**config.mk**
```make
export PLATFORM = sky130hd
export DESIGN_NAME = cic_interpolator
export DESIGN_NICKNAME = d
export VERILOG_FILES = /design/src/rtl/cic_interpolator.sv
export SDC_FILE = /design/constraint.sdc
export NUM_CORES = 1
export LEC_CHECK = 0
export BUFFER_PORTS_ARGS = -buffer_cell sky130_fd_sc_hd__buf_2
export CAP_MARGIN = 0
export CORE_MARGIN = 3
export CORE_UTILIZATION = 57
export DETAILED_ROUTE_END_ITERATION = 6
export PLACE_DENSITY = 0.77
export SYNTH_ARGS = -nofsm -noshare
export SYNTH_HDL_FRONTEND = slang
export SYNTH_SLANG_ARGS = --single-unit
export TNS_END_PERCENT = 100
```
**constraint.sdc**
```tcl
create_clock -name clk -period 6.05 [get_ports clk]
set_clock_uncertainty 0.1 [all_clocks]
set_input_delay 0.605 -clock clk [delete_from_list [all_inputs] [get_ports clk]]
set_output_delay 0.605 -clock clk [all_outputs]
set_load 0.02 [all_outputs]
```
**src/rtl/cic_interpolator.sv**
```systemverilog
// CIC interpolator: N low-rate combs, zero-stuffer by R, N high-rate
// integrators, with a valid/ready handshake on both sides.
// Ports:
//   clk, rst          clock, synchronous active-high reset
//   x, x_valid        low-rate input sample and its valid
//   x_ready           input accepted this cycle
//   y, y_valid        high-rate output sample and its valid
//   y_ready           downstream accepts y this cycle
module cic_interpolator #(
  parameter int N         = 3,
  parameter int R         = 4,
  parameter int M         = 1,
  parameter int PRECISION = 12,
  localparam int W        = PRECISION + N * $clog2(R * M)
) (
  input  logic                        clk,
  input  logic                        rst,
  input  logic signed [PRECISION-1:0] x,
  input  logic                        x_valid,
  output logic                        x_ready,
  output logic signed [W-1:0]         y,
  output logic                        y_valid,
  input  logic                        y_ready
);

  if (N < 1 || N > 6) begin : g_bad_n
    $error("cic_interpolator: N must be 1..6");
  end
  if (R < 2 || R > 64) begin : g_bad_r
    $error("cic_interpolator: R must be 2..64");
  end
  if (M != 1 && M != 2) begin : g_bad_m
    $error("cic_interpolator: M must be 1 or 2");
  end

  localparam int PW = $clog2(R);
  localparam logic [PW-1:0] PLAST = PW'(R - 1);

  logic [PW-1:0]       phase_q, phase_d;
  logic signed [W-1:0] dly_q   [N][M];
  logic signed [W-1:0] integ_q [N];
  logic signed [W-1:0] integ_d [N];
  logic signed [W-1:0] comb_w  [N+1];
  logic signed [W-1:0] u_w;
  logic signed [W-1:0] y_q;
  logic                y_valid_q;
  logic                free_w;
  logic                step_w;
  logic                accept_w;

  assign free_w   = !y_valid_q || y_ready;
  assign step_w   = free_w && (phase_q != '0 || x_valid);
  assign accept_w = step_w && phase_q == '0;
  assign x_ready  = !rst && phase_q == '0 && free_w;
  assign y        = y_q;
  assign y_valid  = y_valid_q;

  always_comb begin
    comb_w[0] = {{(W - PRECISION){x[PRECISION-1]}}, x};
    for (int k = 0; k < N; k++) begin
      comb_w[k+1] = comb_w[k] - dly_q[k][M-1];
    end
    u_w = accept_w ? comb_w[N] : '0;
    // Later stages add the pre-step value of the stage before them.
    integ_d[0] = integ_q[0] + u_w;
    for (int k = 1; k < N; k++) begin
      integ_d[k] = integ_q[k] + integ_q[k-1];
    end
    phase_d = (phase_q == PLAST) ? '0 : phase_q + PW'(1);
  end

  always_ff @(posedge clk) begin
    if (rst) begin
      phase_q   <= '0;
      y_q       <= '0;
      y_valid_q <= 1'b0;
      for (int k = 0; k < N; k++) begin
        integ_q[k] <= '0;
        for (int j = 0; j < M; j++) begin
          dly_q[k][j] <= '0;
        end
      end
    end else if (step_w) begin
      phase_q   <= phase_d;
      y_q       <= integ_d[N-1];
      y_valid_q <= 1'b1;
      for (int k = 0; k < N; k++) begin
        integ_q[k] <= integ_d[k];
      end
      if (accept_w) begin
        for (int k = 0; k < N; k++) begin
          dly_q[k][0] <= comb_w[k];
          for (int j = 1; j < M; j++) begin
            dly_q[k][j] <= dly_q[k][j-1];
          end
        end
      end
    end else if (y_valid_q && y_ready) begin
      y_valid_q <= 1'b0;
    end
  end

endmodule

```
Yosys cells after proc, flatten, opt, wreduce, memory -nomap -nowiden

Memory sizes are Yosys's and may differ from the RTL's.
Cells that the tools add are included.

Reductions and logical operators: 12
Equal/unequal tests: 1
$lt $le $gt $ge: 0
$mul: 0
Shift operators: 0
$add $sub $neg: 7
Multiplexer cells: 19
Bitwise logic cells: 6
Divide/modulo/power cells: 0

Operator list:

| kind                                        | number |
|---|---|
| two-way mux 18 bit                          | 7 |
| adder 18 bit                                | 3 |
| subtractor 18 bit                           | 2 |
| subtractor 12 x 18 -> 18 bit                | 1 |
| two-way mux 1 bit                           | 11 |
| bitwise OR 1 bit                            | 6 |
| logical AND 1 bit                           | 5 |
| nonzero test 2 bit                          | 2 |
| adder 2 x 1 -> 2 bit, second input constant | 1 |
| == test 2 bit, second input constant        | 1 |
| logical NOT 1 bit                           | 2 |
| logical NOT 2 bit                           | 1 |
| logical OR 1 bit                            | 2 |
| two-way mux 2 bit                           | 1 |

Bits in registers: 21
Bits of input ports: 16
Memories kept: 2
ROM bits: 0
Bits in latches: 0
RAM bits: 108

Memory list:

| name    | words | width | rd ports | clocked after memory_dff | write ports | RTL line | RTL |
|---|---|---|---|---|---|---|---|
| dly_q   | 3     | 18    | 3        | 0                        | 3           | 40       | `logic signed [W-1:0] dly_q [N][M];` |
| integ_q | 3     | 18    | 3        | 0                        | 3           | 41       | `logic signed [W-1:0] integ_q [N];` |

Depth between registers and ports, before layout

Gate-level depths: netlist of run 1.

Depth after elaboration: 9
Depth in mapped cells: 34
Gate-level depth less buffers: 34

Worst setup path before layout of run 1

Ideal clock, no wire load.

Path type: input -> register
From: input x[0]
To: memory integ_q[0][17] (netlist name) (data pin)
Stages: 33
Required time: 5684 ps
Buffers on the path: 0
Data arrival time: 5976 ps
Setup time: 266 ps
Path slack: -292 ps
Cell sequence: inv_1 > ha_1 > fa_1 > nor2b_1 > o21ai_1 > a21boi_1 > o21ai_1 > a21oi_1 > o21ai_1 > a21boi_1 > o21ai_1 > a21boi_1 > nor2_1 > ha_1 > inv_1 > nor3_1 > o211ai_1 > nand2_1 > xor2_1 > ha_1 > and2_1 > o2111ai_1 > and4b_1 > or3_1 > a21oi_1 > ha_1 > and3_1 > a21oi_1 > o21ai_1 > o41a_1 > xnor2_1 > xor2_1 > nor2_1

RTL lines:

| item            | RTL line | RTL |
|---|---|---|
| start, declared | 18       | `input logic signed [PRECISION-1:0] x,` |
| end, declared   | 41       |  |

==> results of run 1 <==
## layout make-up
type	instances	share of cell area, %
multi-input combinational	681	47.2
clock buffer	24	4.37
sequential	123	31.6
tap	184	2.09
timing repair buffer	161	10.4
clock inverter	7	1.05
inverter	95	3.24
## per-layer routing
layer | part of all wire [%] | track usage (%) | wire [um] | vias to the layer above
li1 | - | - | - | 3610
met1 | 45 | 28.9 | 8770 | 3431
met2 | 49 | 37.8 | 9750 | 161
met3 | 3.4 | 3.93 | 676 | 44
met4 | 2.5 | 8.19 | 497 | 0
met5 | 0 | 0 | 0 | -
## cells in the mapped netlist (10+ instances only)
cell type,count,area share [%]
a21boi_1,10,0.86
a21o_1,36,3.1
a21oi_1,61,3.5
and2_1,32,2.3
and3_1,22,1.6
clkbuf_1,14,0.60
dfxtp_1,21,4.8
edfxtp_1,102,35
ha_1,99,14
inv_1,95,4.1
nand2_1,40,1.7
nand2b_1,10,0.72
nor2_1,100,4.3
nor2b_1,18,1.3
nor3_1,33,1.9
o21a_1,15,1.3
o21ai_0,18,1.0
o21ai_1,29,1.7
xnor2_1,35,3.5
xor2_1,19,1.9
## per-stage QoR
| step | setup WS (ns) | instances | hold WS (ns) | utilization (%) |
|---|---|---|---|---|
| detailed placement | -0.580 | 1220 | 0.335 | 67.0 |
| floorplan | -0.0804 | 916 | 0.387 | - |
| global placement | -0.363 | 1220 | 0.327 | 67.0 |
| CTS | -0.183 | 1256 | 0.344 | 71.5 |
| global route | -0.656 | 1275 | 0.351 | 74.6 |
| finish | -0.314 | 1275 | 0.345 | 74.6 |
## state kept, by name, indices dropped and copies added, names as in the netlist
name	flops
phase_q	2
dly_q	48
integ_q	54
y	18
y_valid	1
## cell usage in the layout (no fill, tap or decap), types with 5 or more instances in the layout
cell,n
ha_1,94
a21boi_2,5
buf_6,6
o21ai_1,21
clkbuf_16,17
a31oi_1,5
or3_1,6
o21ai_0,17
nor3_1,28
buf_2,35
nand2_1,38
dfxtp_1,21
nor2_1,96
nand2b_1,9
o31ai_1,6
o21ai_2,8
o21a_1,15
a21oi_1,50
nand3_1,7
and3_1,22
a21o_1,36
fa_1,5
xor2_1,17
inv_1,93
nor2b_1,17
and2_1,30
o211ai_1,6
edfxtp_1,102
nor3b_1,7
buf_4,120
a211oi_1,8
xnor2_1,32
a21oi_2,8
## kinds of logic (layout without fill, tap and decap cells)
group,count (synthesis),count (layout),synth area share (%)
flip-flops,123,123,39.8
multiplexers,3,3,0.343
AND/OR/NAND/NOR,291,291,16.5
adder cells (fa/ha/maj),105,105,15.5
XOR/XNOR,56,56,5.92
AO/OA/AOI/OAI,226,226,17.0
buffers and inverters,112,287,4.82
## worst max path at each step
stage | startpoint | to | slack (ns) | depth (start not counted)
after global placement | x[0] | integ_q[0][17] | -0.36 | 33
after global routing | dly_q[0][0] | integ_q[0][17] | -0.66 | 34
after CTS | dly_q[0][0] | integ_q[0][17] | -0.18 | 32
after floorplan | x[0] | integ_q[0][17] | -0.08 | 32
final | dly_q[0][0] | integ_q[0][17] | -0.31 | 34
after detailed placement | x[0] | integ_q[0][17] | -0.58 | 33
## what timing repair did
item                                    4_1_cts  5_1_grt
pin swaps                                    18       45
gates resized for setup                      10       62
endpoints found under the setup margin        3        6
buffers inserted                              5       19
==> flow_summary.json, run 1 <==
{
  "outcome": "finished, violations left",
  "violations": "setup timing",
  "antenna_cells": 0,
  "wl_per_cell_um": 15.4,
  "path_class": "flop to flop",
  "cts_tree": "built",
  "ys_ff_latch": 123,
  "cts_hold_buf": 0,
  "fp.coreArea_mm2": 0.0148,
  "grt_max_degree": 55,
  "ys.warnings.count": 0,
  "grt-ovfl-total": 0,
  "syn_inst": 916,
  "routed_wl_mm": 19.7,
  "grt_util_all_layers_pct": 22.3,
  "synth_nets": 1037,
  "arrival_ns": 6.40,
  "dieArea_mm2": 0.0169,
  "path_clk_slew_ns": 0.06,
  "timing.rr.start": "dly_q[0][0]",
  "clk_path_buf_depth": 2,
  "timing.max_slew.rel_slack_pct": 33.0,
  "vias": 7246,
  "nets": 1200,
  "finalHoldViolations": 0,
  "start_util_pct": 59.3,
  "crit_path_frequent_cell": "o21ai_2",
  "regArea_mm2": 0.00348,
  "synth_edf_count": 102,
  "drtIter0Drc": 411,
  "gp_congestion": 0.878,
  "cts_sinks": 123,
  "drv_slew": 0,
  "r2r-end": "integ_q[0][17]",
  "drc": 0,
  "cp-end-kind": "flop",
  "first_pass_iters": 5,
  "rsz0062_at_grt": "yes",
  "setup_slack_ns": -0.314,
  "hold_path_depth": 1,
  "async_flop_share_pct": 0,
  "hold_class": "flop to flop",
  "path_delay_family": "compound AO/OA/AOI/OAI gates",
  "ys_types": 60,
  "via_per_inst": 5.68,
  "grt_pass1_vias": 6850,
  "period_needed_ns": 6.36,
  "dpl.hpwl_mm": 12.6,
  "whs_endpoint": "y[8]",
  "htree_num_levels": 4,
  "drive_gt1_share_pct": 23.6,
  "syn-cell-area_mm2": 0.00874,
  "fill_cells": 999,
  "dieWidth_um": 130,
  "antenna_left": 0,
  "cp_slowest_cell": "edfxtp_1",
  "fmax_ghz": 0.157,
  "multi_input_area_mm2": 0.00520,
  "synthFlopType": "edfxtp_1",
  "root_buffer": "clkbuf_16",
  "critPathLaunchType": "flop",
  "rows": 44,
  "ios": 36,
  "regToRegSetupSlack_ns": -0.31,
  "numCtsBuffers": 17,
  "hp-start": "y[8]",
  "cp_max_fo": 4,
  "fin_crit_sh_pct": 105,
  "drv_cap": 0,
  "syn_avg_cell_area_um2": 9.55,
  "grt_antenna_before_repair": 0,
  "setup_viol": 1,
  "fin_area_mm2": 0.0110,
  "required_ns": 6.09,
  "max_stage_delay_ns": 0.37,
  "io_buffers": 35,
  "fin_tns_setup_ns": -0.314,
  "clk-insertion-delay-late_ns": 0.42,
  "tightest_slew_ns": 1.00,
  "worst-path-buf-inv": 3,
  "synth_seq_area_share_pct": 39.8,
  "grt_pass1_wl_mm": 30.6,
  "place_area_mm2": 0.00988,
  "syn_to_final_growth_pct": 25.9,
  "die_h_um": 130,
  "r2r_cells": 34
}
Power of run 1 is left out: the tool's default activity adds up to more than one toggle a clock period on the data nets, which glitch-free logic cannot reach.
==> inputs of run 2 (changes only) <==
Settings changed: SKIP_CTS_REPAIR_TIMING set to 1.
==> run 2 against run 1 <==
The flow still finishes with violations (setup timing). First-iteration DRC count down 12%. Global-route usage down 0.41 points. Sequential share of layout area up 0.83 points. Critical path depth down 3. Count of clock-buffer cells in the layout unchanged. Maximum frequency up 1.0%. Worst setup slack better by 0.064 ns. Routed wire length down 7.2%. Via count down 3.1%. Sequential cell count unchanged.
==> flow_summary.json, run 2 (synthesized netlist as in run 1, its figures left out) <==
{
  "required_ns": 6.09,
  "fin_tns_setup_ns": -0.250,
  "start_util_pct": 59.3,
  "clk-insertion-delay-late_ns": 0.42,
  "dieArea_mm2": 0.0169,
  "path_delay_family": "compound AO/OA/AOI/OAI gates",
  "ios": 36,
  "grt_pass1_vias": 6778,
  "grt_pass1_wl_mm": 30.1,
  "place_area_mm2": 0.00988,
  "htree_num_levels": 4,
  "drive_gt1_share_pct": 21.2,
  "final_cell_mix": "110 x buf_4, 102 x edfxtp_1, 98 x nor2_1",
  "hold_class": "flop to flop",
  "path_clk_slew_ns": 0.06,
  "nets": 1184,
  "drc": 0,
  "tightest_slew_ns": 0.982,
  "fin_crit_sh_pct": 104,
  "rows": 44,
  "timing.max_slew.rel_slack_pct": 34.5,
  "via_per_inst": 5.58,
  "die_h_um": 130,
  "drv_cap": 0,
  "largest_register_ff_count": 54,
  "dieWidth_um": 130,
  "drv_slew": 0,
  "cts_sinks": 123,
  "grt-ovfl-total": 0,
  "arrival_ns": 6.34,
  "root_buffer": "clkbuf_16",
  "cts_tree": "built",
  "routed_wl_mm": 18.3,
  "fin_area_mm2": 0.0107,
  "syn_to_final_growth_pct": 22.7,
  "cp_slowest_cell": "edfxtp_1",
  "outcome": "finished, violations left",
  "antenna_cells": 0,
  "path_class": "flop to flop",
  "first_pass_iters": 5,
  "clk_path_buf_depth": 2,
  "gp_congestion": 0.878,
  "vias": 7024,
  "largest_register": "integ_q",
  "wl_per_cell_um": 14.5,
  "dpl.hpwl_mm": 12.6,
  "antenna_left": 0,
  "io_buffers": 35,
  "fmax_ghz": 0.159,
  "grt_util_all_layers_pct": 21.9,
  "drtIter0Drc": 360,
  "cp-end-kind": "flop",
  "grt_antenna_before_repair": 0,
  "max_stage_delay_ns": 0.37,
  "numCtsBuffers": 17,
  "setup_slack_ns": -0.250,
  "period_needed_ns": 6.30,
  "finalHoldViolations": 0,
  "grt_max_degree": 55,
  "violations": "setup timing",
  "crit_path_frequent_cell": "o21ai_2",
  "cp_max_fo": 4,
  "critPathLaunchType": "flop",
  "utilization_pct": 72.7,
  "setup_viol": 1,
  "fill_cells": 1040,
  "worst-path-buf-inv": 0,
  "rsz0062_at_grt": "yes",
  "fp.coreArea_mm2": 0.0148,
  "final_common_cell": "buf_4"
}
## run 2: changes by cell type in the layout (fill, tap and decap cells not counted), sizes merged
| cell | delta |
|---|---|
| buf | -16 |
## run 2: through the flow
| stage | setup WS [ns] | hold WS, ns | std cells |
|---|---|---|---|
| floorplan | -0.0804 | 0.387 | 916 |
| global placement | -0.363 | 0.327 | 1220 |
| detailed placement | -0.580 | 0.335 | 1220 |
| CTS | -0.402 | 0.344 | 1251 |
| global route | -0.582 | 0.353 | 1259 |
| finish | -0.250 | 0.345 | 1259 |
## run 2: layout make-up
type | instances | area, um^2 | share of cell area, %
timing repair buffer | 145 | 1000 | 9.33
sequential | 123 | 3480 | 32.5
tap | 184 | 230 | 2.15
clock buffer | 24 | 482 | 4.49
clock inverter | 7 | 115 | 1.07
multi-input combinational | 681 | 5060 | 47.2
inverter | 95 | 357 | 3.32
## run 2: path summary, 6_finish.rpt
check | from | endpoint | slack [ns] | depth (start not counted)
max reg2reg | dly_q[0][0] | integ_q[0][17] | -0.25 | 31
max | dly_q[0][0] | integ_q[0][17] | -0.25 | 31
min reg2reg | y[8] | y[8] | 0.35 | 1
min | y[8] | y[8] | 0.35 | 1
## run 2: metal layers
metal,global-route usage (%),share of wire (%)
met3,3.77,3.5
met2,36.9,48
met1,28.7,47
met4,7.76,1.5
met5,0,0
## run 2: worst reg2reg max path: cells and delay by family, from the launching register on
kind | cells | cell delay, ns
adder cells (fa/ha/maj) | 5 | 1.38
AND/OR/NAND/NOR | 9 | 1.53
XOR/XNOR | 3 | 0.53
AO/OA/AOI/OAI | 14 | 2.16
flip-flops | 1 | 0.37
Power of run 2 is left out for the same reason.
==> inputs of run 3 (changes only) <==
Settings changed: PLACE_DENSITY 0.77 to 0.81, SKIP_LAST_GASP set to 1.
==> run 3 against run 2 <==
The flow still finishes with violations (setup timing). Sequential cell count did not move. Maximum frequency fell by 2.4%. Hold slack got worse by 0.0032 ns. Register-to-register slack got worse by 0.15 ns. First-iteration DRC count rose by 27%. Cell area fell by 0.94%. Count of clock-buffer cells in the layout fell by 3. Worst setup slack got worse by 0.15 ns. Sequential share of layout area rose by 0.31 points. Global-route usage rose by 0.23 points. Routed wire length rose by 3.0%. Critical path type unchanged. Largest cell class unchanged.
==> flow_summary.json, run 3 (synthesized netlist as in run 1, its figures left out) <==
{
  "regToRegSetupSlack_ns": -0.40,
  "r2r-end": "integ_q[0][17]",
  "nets": 1176,
  "final_cell_mix": "102 x edfxtp_1, 100 x buf_4, 99 x nor2_1",
  "tightest_slew_ns": 0.712,
  "r2r_cells": 31,
  "hold_class": "flop to flop",
  "drtIter0Drc": 457,
  "dieArea_mm2": 0.0169,
  "largest_register": "integ_q",
  "fin_area_mm2": 0.0106,
  "critPathLaunchType": "flop",
  "first_pass_iters": 5,
  "violations": "setup timing",
  "place_area_mm2": 0.00983,
  "drc": 0,
  "cp_slowest_cell": "edfxtp_1",
  "outcome": "finished, violations left",
  "root_buffer": "clkbuf_16",
  "grt_pass1_vias": 6822,
  "required_ns": 6.11,
  "syn_to_final_growth_pct": 21.6,
  "cp_max_fo": 4,
  "setup_slack_ns": -0.403,
  "gp_congestion": 0.885,
  "timing.rr.start": "dly_q[0][0]",
  "drive_gt1_share_pct": 20.5,
  "path_clk_slew_ns": 0.06,
  "clk_path_buf_depth": 2,
  "dpl.hpwl_mm": 12.9,
  "startpoint": "dly_q[0][0]",
  "antenna_left": 0,
  "rows": 44,
  "vias": 7103,
  "max_stage_delay_ns": 0.42,
  "clk-insertion-delay-late_ns": 0.43,
  "fin_crit_sh_pct": 107,
  "grt_max_degree": 55,
  "antenna_cells": 0,
  "largest_register_ff_count": 54,
  "fin_tns_setup_ns": -0.467,
  "routed_wl_mm": 18.8,
  "start_util_pct": 59.3,
  "cts_tree": "built",
  "cts_sinks": 123,
  "rsz0062_at_grt": "yes",
  "grt_antenna_before_repair": 0,
  "setup_viol": 2,
  "cp-end-kind": "flop",
  "drv_slew": 0,
  "final_common_cell": "edfxtp_1",
  "grt_util_all_layers_pct": 22.1,
  "timing.max_slew.rel_slack_pct": 52.5,
  "arrival_ns": 6.52,
  "grt_pass1_wl_mm": 30.3,
  "fmax_ghz": 0.155,
  "fp.coreArea_mm2": 0.0148,
  "path_class": "flop to flop",
  "grt-ovfl-total": 0,
  "dieWidth_um": 130,
  "period_needed_ns": 6.45,
  "htree_num_levels": 4,
  "holdWs_ns": 0.342,
  "io_buffers": 35,
  "crit_end": "integ_q[0][17]",
  "finalHoldViolations": 0,
  "wl_per_cell_um": 15.0,
  "ios": 36,
  "numCtsBuffers": 17,
  "via_per_inst": 5.67,
  "die_h_um": 130,
  "drv_cap": 0,
  "crit_path_frequent_cell": "o21ai_2",
  "fill_cells": 1046
}
run 3: final cells by class:
class | count | area [um^2] | share of cell area [%]
sequential | 123 | 3480 | 32.8
clock buffer | 21 | 482 | 4.53
tap | 184 | 230 | 2.17
inverter | 95 | 357 | 3.35
multi-input combinational | 681 | 5040 | 47.4
timing repair buffer | 137 | 948 | 8.92
clock inverter | 11 | 93.8 | 0.883
run 3: through the flow:
stage	instances	utilization [%]	worst slack, ns
after global placement	1214	66.7	-0.362
after global routing	1252	72.0	-0.666
final	1252	72.0	-0.403
after floorplan	916	-	-0.0804
after CTS	1246	70.6	-0.329
after detailed placement	1214	66.7	-0.570
run 3: worst min path at each step:
stage                          start         end  slack [ns]  depth (start not counted)
after floorplan           phase_q[1]  phase_q[1]        0.39                          2
after global routing            y[9]        y[9]        0.37                          1
after detailed placement        y[8]        y[8]        0.34                          1
final                           y[5]        y[5]        0.34                          1
after global placement         y[13]       y[13]        0.33                          1
after CTS                       y[5]        y[5]        0.35                          1
run 3: layer usage:
| metal | global-route usage, % | vias up | wire (um) |
|---|---|---|---|
| met1 | 29.0 | 3322 | 8220 |
| met5 | 0 | - | 0 |
| met4 | 7.09 | 0 | 440 |
| met2 | 36.8 | 179 | 9320 |
| met3 | 4.83 | 42 | 845 |
| li1 | - | 3560 | - |
run 3: worst max-delay path: cells and delay by family, from the launching register on:
| family | cells | cell delay, ns |
|---|---|---|
| AO/OA/AOI/OAI | 13 | 2.01 |
| XOR/XNOR | 3 | 0.52 |
| adder cells (fa/ha/maj) | 5 | 1.32 |
| flip-flops | 1 | 0.42 |
| AND/OR/NAND/NOR | 10 | 1.85 |
Power of run 3 is left out for the same reason.
